<file path="config.mk">
export PLATFORM = sky130hd
export DESIGN_NAME = piso_serializer_64
export DESIGN_NICKNAME = d
export VERILOG_FILES = /design/src/rtl/serializer_pkg.sv /design/src/rtl/piso_shift_datapath.sv /design/src/rtl/piso_serializer_64.sv
export SDC_FILE = /design/constraint.sdc
export NUM_CORES = 1
export LEC_CHECK = 0
export ABC_AREA = 0
export CORE_MARGIN = 5
export CORE_UTILIZATION = 53
export DETAILED_ROUTE_END_ITERATION = 6
export PLACE_DENSITY = 0.89
export SYNTH_ARGS = -nofsm -noshare
export SYNTH_HDL_FRONTEND = slang
export SYNTH_SLANG_ARGS = --single-unit
</file>
<file path="constraint.sdc">
create_clock -name clk -period 4.2 [get_ports clk]
set_clock_uncertainty 0.05 [all_clocks]
set_input_delay 0.84 -clock clk [delete_from_list [all_inputs] [get_ports clk]]
set_output_delay 0.84 -clock clk [all_outputs]
set_load 0.02 [all_outputs]
</file>
<file path="src/rtl/serializer_pkg.sv">
// Shared types and sizing helpers for the PISO serializer.
package serializer_pkg;

    typedef enum logic {
        IDLE  = 1'b0,
        SHIFT = 1'b1
    } state_t;

    function automatic int beats(input int data_w, input int lane_w);
        return data_w / lane_w;
    endfunction

    function automatic int cnt_w(input int nbeats);
        return (nbeats <= 1) ? 1 : $clog2(nbeats);
    endfunction

endpackage

</file>
<file path="src/rtl/piso_shift_datapath.sv">
// Shift register, load mux, lane select and beat counter for the serializer.
module piso_shift_datapath
    import serializer_pkg::*;
#(
    parameter int DATA_W    = 64,
    parameter int LANE_W    = 8,
    parameter bit MSB_FIRST = 1'b1
) (
    input  logic              clk,
    input  logic              rst,
    input  logic              load,
    input  logic              shift,
    input  logic [DATA_W-1:0] data_in,
    output logic [LANE_W-1:0] lane,
    output logic              last
);
    localparam int BEATS = beats(DATA_W, LANE_W);
    localparam int CNT_W = cnt_w(BEATS);

    logic [DATA_W-1:0] sr;
    logic [DATA_W-1:0] shifted;
    logic [CNT_W-1:0]  cnt;

    // Single-beat words never shift, so the zero-width slice is avoided.
    generate
        if (BEATS == 1) begin : g_one
            assign shifted = '0;
            assign lane    = sr;
        end else if (MSB_FIRST) begin : g_msb
            assign shifted = {sr[DATA_W-LANE_W-1:0], {LANE_W{1'b0}}};
            assign lane    = sr[DATA_W-1 -: LANE_W];
        end else begin : g_lsb
            assign shifted = {{LANE_W{1'b0}}, sr[DATA_W-1:LANE_W]};
            assign lane    = sr[LANE_W-1:0];
        end
    endgenerate

    assign last = (cnt == CNT_W'(BEATS - 1));

    always_ff @(posedge clk or negedge rst) begin
        if (!rst) begin
            sr  <= '0;
            cnt <= '0;
        end else if (load) begin
            sr  <= data_in;
            cnt <= '0;
        end else if (shift) begin
            sr  <= shifted;
            cnt <= cnt + CNT_W'(1);
        end
    end

endmodule

</file>
<file path="src/rtl/piso_serializer_64.sv">
// 64-bit parallel-in/serial-out stage with valid/ready on both sides and zero-bubble reload.
module piso_serializer_64
    import serializer_pkg::*;
#(
    parameter int DATA_W    = 64,
    parameter int LANE_W    = 8,
    parameter bit MSB_FIRST = 1'b1
) (
    input  logic              clk,
    input  logic              rst,
    input  logic [DATA_W-1:0] data_in,
    input  logic              in_valid,
    output logic              in_ready,
    output logic [LANE_W-1:0] ser_out,
    output logic              out_valid,
    input  logic              out_ready,
    output logic              out_last,
    output logic              busy
);
    state_t            state, state_nxt;
    logic              load, shift, last, xfer;
    logic [LANE_W-1:0] lane;

    // Accept a new word when empty, or on the edge the final beat leaves.
    assign in_ready = rst & ((state == IDLE) | ((state == SHIFT) & last & out_ready));
    assign load     = in_valid & in_ready;
    assign xfer     = out_valid & out_ready;
    assign shift    = xfer & ~last;

    piso_shift_datapath #(
        .DATA_W    (DATA_W),
        .LANE_W    (LANE_W),
        .MSB_FIRST (MSB_FIRST)
    ) u_dp (
        .clk     (clk),
        .rst     (rst),
        .load    (load),
        .shift   (shift),
        .data_in (data_in),
        .lane    (lane),
        .last    (last)
    );

    always_ff @(posedge clk or negedge rst) begin
        if (!rst) state <= IDLE;
        else      state <= state_nxt;
    end

    always_comb begin
        state_nxt = state;
        unique case (state)
            IDLE:  if (load) state_nxt = SHIFT;
            SHIFT: if (xfer && last && !load) state_nxt = IDLE;
            default: state_nxt = IDLE;
        endcase
    end

    always_comb begin
        out_valid = (state == SHIFT);
        busy      = (state == SHIFT);
        out_last  = (state == SHIFT) & last;
        ser_out   = (state == SHIFT) ? lane : '0;
    end

endmodule

</file>
# Word-level counts from Yosys, hierarchy flattened
# Cells that the tools add are included.
totals:
  register_bits: 68
  wordCells: 26
  in_bits: 68
op_classes:
  n_addsub: 1
  n_eq_ne: 1
  mux: 8
  bitwise: 9
  n_reduce_logical: 4
op_table:
  columns: ["operator", "count"]
  rows:
  - ["two-way mux 64 bit", 2]
  - ["two-way mux 8 bit", 1]
  - ["bitwise AND 1 bit", 6]
  - ["two-way mux 3 bit", 2]
  - ["adder 3 x 1 -> 3 bit (second input constant)", 1]
  - ["equality test 3 bit (second input constant)", 1]
  - ["logical AND 1 bit", 2]
  - ["two-way mux 1 bit", 2]
  - ["NOT 1 bit", 2]
  - ["one-hot mux 1 bit (2 select lines)", 1]
  - ["nonzero test 2 bit", 1]
  - ["logical NOT 1 bit", 1]
  - ["OR 1 bit", 1]

# Logic depth before layout (Yosys ltp)
# Gate-level depths: netlist (run 1).
logic_depth:
  depth_word: 10
  mapped_depth: 8
  depth_no_buf: 5

# Hierarchy
# Synthesis (run 1) repeated with hierarchy kept, for this count alone.
hier_totals:
  cells_unflattened: 315
  hier_area_um2: 3290.7
by_module_without_submodules:
  columns: ["module", "instances", "cells_per_inst", "area_each_um2"]
  rows:
  - ["piso_shift_datapath", 1, 297, 3154.3]
  - ["piso_serializer_64", 1, 18, 136.4]

# Worst setup path before layout (run 1)
# No wires, ideal clock.
synth_timing:
  path_kind: "input to output"
  start: "input port out_ready"
  end: "output port in_ready"
  path_slack_ns: 1.806
  t_arrival_ns: 1.504
  cell_stages: 3
  n_path_buf: 1
  t_required_ns: 3.310
  path_cell_list: "a21bo_4 > clkbuf_1 > and2_1"
synth_via:
  elab_chain_len: 3
synth_rtl:
  columns: ["item", "line_no", "rtl"]
  rows:
  - ["start: declaration", "piso_serializer_64.sv:16", "input logic out_ready,"]
  - ["bitwise AND 1 bit", "piso_serializer_64.sv:25", "assign in_ready = rst & ((state == IDLE) | ((state == SHIFT) & last & out_ready));"]
  - ["OR 1 bit", "piso_serializer_64.sv:25", null]
  - ["bitwise AND 1 bit", "piso_serializer_64.sv:25", null]
  - ["end: declaration", "piso_serializer_64.sv:13", "output logic in_ready,"]
# Every way passes these cells.

# Worst setup path in the final report (run 1)
# Same ends and word-level chain as after synthesis.

==> results of run 1 <==
-- cell usage in the layout, fill, tap and decap left out, types with 2 or more instances in the layout --
cell,count
clkdlybuf4s50_1,78
dfrtp_1,68
and2_1,48
a221o_1,46
mux2i_1,11
mux2_2,10
clkbuf_8,10
nand4_1,9
o21ai_0,9
and2_0,8
nor2b_1,8
nor2_1,3
bufinv_16,3
buf_4,3
ha_1,2
-- metrics by stage --
| step | cell area, µm² | util | worst slack [ps] | instances | power, µW |
|---|---|---|---|---|---|
| floorplan | 3140 | - | 1810 | 253 | 1770 |
| global placement | 3900 | 0.666 | 1010 | 385 | 2000 |
| detailed placement | 3900 | 0.666 | 997 | 385 | 2060 |
| CTS | 4150 | 0.709 | 994 | 401 | 2740 |
| global route | 4150 | 0.709 | 941 | 401 | 2870 |
| finish | 4150 | 0.709 | 995 | 401 | 2710 |
-- logic make-up after synthesis --
logic type,after synthesis
flip-flops,68
AND/OR/NAND/NOR,80
XOR/XNOR,1
AO/OA/AOI/OAI,57
buffers and inverters,24
adder cells (fa/ha/maj),2
multiplexers,21
-- worst register-to-register path, delay by kind of cell, from the launching register on --
family	cells	cell delay, ps
DFF	1	410
buffers and inverters	1	450
and+or+nand+nor	1	630
muxes	2	640
adders and majority gates	2	420
-- registers in the layout (all words and copies together) (netlist names) --
signal / cells
u_dp.cnt: 3
busy: 1
u_dp.sr: 64
-- power by group --
part / internal, µW / switching, µW / total, µW
Combinational: 506 / 425 / 930
Clock: 410 / 255 / 665
Sequential: 944 / 174 / 1120
-- routing by layer --
layer	wire [µm]	part of all wire	track usage	vias to the layer above
met5	0	0	0	-
met4	63	0.0087	0.0467	0
met3	594	0.082	0.0814	8
met2	3610	0.50	0.333	80
met1	2980	0.41	0.251	1158
li1	-	-	-	1081
-- area by class of cell --
cell class / count / area share
clock inverters: 6 / 0.0269
multi-input cells: 161 / 0.313
repair buffers: 81 / 0.194
clock buffers: 10 / 0.0332
well taps: 75 / 0.0226
flip-flops and latches: 68 / 0.411
-- final timing paths --
kind,start,endpoint,slack (ps),depth (start not counted)
max reg2reg,u_dp.cnt[0],u_dp.sr[55],1510,6
min reg2reg,u_dp.sr[52],u_dp.sr[52],460,1
min in group clk,u_dp.sr[52],u_dp.sr[52],460,1
max,out_ready,in_ready,990,4
min,rst,u_dp.sr[39],310,1
max in group asynchronous,rst,u_dp.sr[60],2760,2
==> summary.md, run 1 <==
| Metric | Value |
|---|---|
| Status | `complete, no violations` |
| Fin. max-slew vios | `0` |
| Placer congestion estimate | `0.789` |
| YS warnings | `0` |
| First-pass GRT wire length | `11700 µm` |
| Total global routing overflow | `0` |
| Largest family of logic cells by synthesized area | `compound AO/OA/AOI/OAI gates` |
| DRT Pass-1 Iters | `4` |
| Die area | `7570 µm²` |
| CTS resizes | `0` |
| Fin. Hold Viols | `0` |
| Setup bufs post-CTS | `0` |
| Largest net degree at the start of global routing | `64` |
| Port buffer count | `79` |
| Worst path cell trace | `clkdlybuf4s50_1 > a21bo_4 > and2_1 > clkdlybuf4s50_1` |
| Period utilization | `0.763` |
| Initial core utilization | `0.537` |
| Total track usage | `0.202` |
| Hold Crit Class | `primary input to asynchronous set/reset pin` |
| Worst Hold Margin | `315 ps` |
| Leakage | `0.00183 µW` |
| CTS HTree Levels | `3` |
| Minimum clock period | `3210 ps` |
| Delay-heaviest family, CP | `buffers and inverters` |
| Antenna violations before repair | `0` |
| WP data arrival | `2320 ps` |
| # DRC | `0` |
| Final-stage net count | `391` |
| Area Overhead vs Synth | `31.9%` |
| Top cell type's share of synthesized area | `0.541` |
| Root Driver | `clkbuf_8` |
| Crit Path Category | `primary input to output pin` |
| Worst vdd ir | `324 µV` |
| Worst-path clk slew | `80 ps` |
| Layout cells sized above 1 | `0.101` |
| Cell taking the most area after synthesis | `dfrtp_1` |
| Crit path max fanout | `14` |
| Setup TNS | `0 ps` |
| Final setup viols | `0` |
| Core area | `5850 µm²` |
| Cts bufs inserted | `9` |
| Syn Nets | `323` |
| WP buf/inv | `2` |
| Dpl hpwl | `4760 µm` |
| Hold_buf cts | `0` |
| Async SR Flop Fraction | `1.00` |
| Ports | `80` |
| Routed wire length | `7250 µm` |
| Ant diodes | `0` |
| Most frequent cell after synthesis | `dfrtp_1` |
| Max clock buf depth | `2` |
| Maxcap violations | `0` |
| Distinct cells, synth | `23` |
| PwrDens | `654 nW/µm²` |
| Number of synthesized register bits | `68` |
| EDFF count, synth | `0` |
| Slowest-stage cell, CP | `clkdlybuf4s50_1` |
| Synth top area cells | `dfrtp_1 (54%), a221o_1 (15%), and2_1 (9.6%)` |
| Chip height | `87.0 µm` |
| CTS tree | `yes` |
| WL/cell | `18.1 µm` |
| Drt initial violations | `185` |
| Die Width | `87.0 µm` |
| Crit. End Element | `output pin` |
| Area of the multi-input gates | `1300 µm²` |
| Fmax | `0.312 GHz` |
| Std-Cell Rows | `28` |
| Synth Area in Adders | `0.00796` |
| Fill cell count | `429` |
| Vias per cell | `5.80` |
| Register area share after synthesis | `0.541` |
| Final ANT Viol Nets | `0` |
| Ys flop type | `dfrtp_1` |
| Critical Path Most Common Cell | `clkdlybuf4s50_1` |
| Mux share of post-synthesis cell area | `0.0709` |
| Synth Area in Compound Gates | `0.173` |
| Vias in the first global route | `2388` |
| Sequential cell area | `1700 µm²` |
| Synth Area in Simple Gates | `0.158` |
| RSZ-0062 raised after global routing | `no` |
| Synth Cell Area | `3140 µm²` |
| Max-slew headroom | `0.160` |
| Vias | `2327` |
| CP required | `3310 ps` |
| Clk_lat worst skew | `340 ps` |
| Syn Area/Cell | `12.4 µm²` |
| Highest cell delay on the worst timing path | `600 ps` |
| Post-Synth XOR/XNOR Area | `0.00279` |
| Post-Synthesis Cells | `253` |
| CP Launch Type | `primary input` |
| Synth top cells by count | `dfrtp_1 (68), and2_1 (48), a221o_1 (46), mux2i_1 (11), mux2_2 (10)` |
| Total clock sinks | `68` |
| Tightest Pin Transition | `1260 ps` |
(Power assumes the default switching activity.)
==> run 2: changes to the inputs <==
Settings changed: CORE_UTILIZATION 53 to 49, PLACE_DENSITY 0.89 to 0.83.
Clock period 4.2 ns to 3.25 ns, I/O delays scaled along.
==> summary.md, run 2 (synthesis results as in run 1) <==
| Metric | Value |
|---|---|
| Total global routing overflow | `0` |
| Worst path cell trace | `ha_1 > ha_1 > a21bo_4 > and2_1 > clkdlybuf4s50_1` |
| Vias | `2311` |
| Final setup viols | `0` |
| Vias per cell | `5.66` |
| Dpl hpwl | `4840 µm` |
| CP required | `2550 ps` |
| Tightest Pin Transition | `893 ps` |
| Max-slew headroom | `0.404` |
| Most common cell after layout, fill and taps aside | `clkdlybuf4s50_1` |
| PwrDens | `811 nW/µm²` |
| Max clock buf depth | `2` |
| Hold_buf cts | `0` |
| Port buffer count | `79` |
| First-pass GRT wire length | `11800 µm` |
| Antenna violations before repair | `0` |
| Initial core utilization | `0.501` |
| Chip height | `90.1 µm` |
| Routed wire length | `7040 µm` |
| Total clock sinks | `68` |
| Vias in the first global route | `2403` |
| Crit. End Element | `output pin` |
| Fin. max-slew vios | `0` |
| Metal2 WL | `3260 µm` |
| Die area | `8120 µm²` |
| Status | `complete, no violations` |
| CTS HTree Levels | `3` |
| CTS tree | `yes` |
| Worst setup path start | `u_dp.cnt[0]` |
| Worst vdd ir | `440 µV` |
| Cts bufs inserted | `9` |
| Clk_lat worst skew | `340 ps` |
| Placed inst area | `3940 µm²` |
| Root Driver | `clkbuf_8` |
| Minimum clock period | `2850 ps` |
| Commonest cells after routing, fill and taps aside | `clkdlybuf4s50_1 (78), dfrtp_1 (68), and2_1 (48), a221o_1 (46), mux2i_1 (11)` |
| DRT Pass-1 Iters | `4` |
| Critical Path Most Common Cell | `ha_1` |
| Largest register FFs | `64` |
| Crit path max fanout | `14` |
| WP data arrival | `2150 ps` |
| # DRC | `0` |
| Fmax | `0.350 GHz` |
| CTS resizes | `0` |
| Drt initial violations | `191` |
| RR Startpoint | `u_dp.cnt[0]` |
| R2r worst-path depth | `6` |
| Fin. Hold Viols | `0` |
| Final ANT Viol Nets | `0` |
| Worst-path clk slew | `80 ps` |
| Crit Path Category | `flip-flop to output pin` |
| Leakage | `0.00182 µW` |
| Ports | `80` |
| Worst Hold Margin | `303 ps` |
| Slowest-stage cell, CP | `clkdlybuf4s50_1` |
| RSZ-0062 raised after global routing | `no` |
| Std-Cell Rows | `29` |
| Setup bufs post-CTS | `0` |
| Tot Pwr | `3360 µW` |
| CP Launch Type | `flip-flop` |
| Highest cell delay on the worst timing path | `540 ps` |
| Largest Register | `u_dp.sr` |
| Total track usage | `0.179` |
| Met3 wire len | `485 µm` |
| Post-route cell area | `4140 µm²` |
| Area Overhead vs Synth | `31.7%` |
| Hold Crit Class | `primary input to asynchronous set/reset pin` |
| Placer congestion estimate | `0.783` |
| Die Width | `90.1 µm` |
| Metal-1 WL | `3140 µm` |
| Final-stage net count | `396` |
| Maxcap violations | `0` |
| Top Layer Used | `met4` |
| Layout cells sized above 1 | `0.112` |
| R2r setup slk | `810 ps` |
| Setup TNS | `0 ps` |
| WL/cell | `17.3 µm` |
| Largest net degree at the start of global routing | `59` |
| Reg-to-Reg End | `u_dp.sr[52]` |
| Ant diodes | `0` |
| Fill cell count | `493` |
| Period utilization | `0.878` |
| Core area | `6280 µm²` |
-- run 2: cell types whose count changed in the layout (fill, tap and decap cells not counted), sizes merged --
cell / previous run / this run
buf: 3 / 8
bufinv: 3 / 1
clkbuf: 10 / 11
clkinv: 2 / 1
clkinvlp: 1 / 3
-- run 2: worst max path at each step --
stage / end / slack (ps) / cells after the start
floorplan: in_ready / 1130 / 5
global placement: in_ready / 440 / 4
detailed placement: in_ready / 420 / 4
CTS: in_ready / 380 / 5
global route: in_ready / 340 / 5
finish: in_ready / 400 / 5
-- run 2: critical path: cells and delay by family, from the launching register on --
| family | cells | cell delay, ps |
|---|---|---|
| compound gates | 1 | 290 |
| simple gates | 1 | 180 |
| buf+inv | 1 | 540 |
| fa+ha+maj | 2 | 410 |
| flops | 1 | 400 |
-- run 2: metal layers --
metal	track usage	vias to the layer above
met5	0	-
met4	0.0819	0
met3	0.0509	15
met2	0.274	79
met1	0.235	1130
li1	-	1087
-- run 2: cell type report --
class                      instances  area [µm²]  share of cell area
sequential                        68        1700               0.411
clock buffer                      11         141              0.0342
multi-input combinational        161        1300               0.313
tap                               77        96.3              0.0233
clock inverter                     5        61.3              0.0148
timing repair buffer              86         841               0.203
-- run 2: per-stage QoR --
stage,utilization,std cells,worst slack [ps]
2_1_floorplan,-,253,1130
3_3_place_gp,0.627,392,438
3_5_place_dp,0.627,392,422
4_1_cts,0.659,408,380
5_1_grt,0.659,408,337
6_report,0.659,408,396
-- run 2: where the power goes --
part	internal (µW)	switching [µW]	leakage [µW]
clock	377	335	0.0000918
sequential	1220	216	0.000883
combinational	671	539	0.000845
total	2270	1090	0.00182
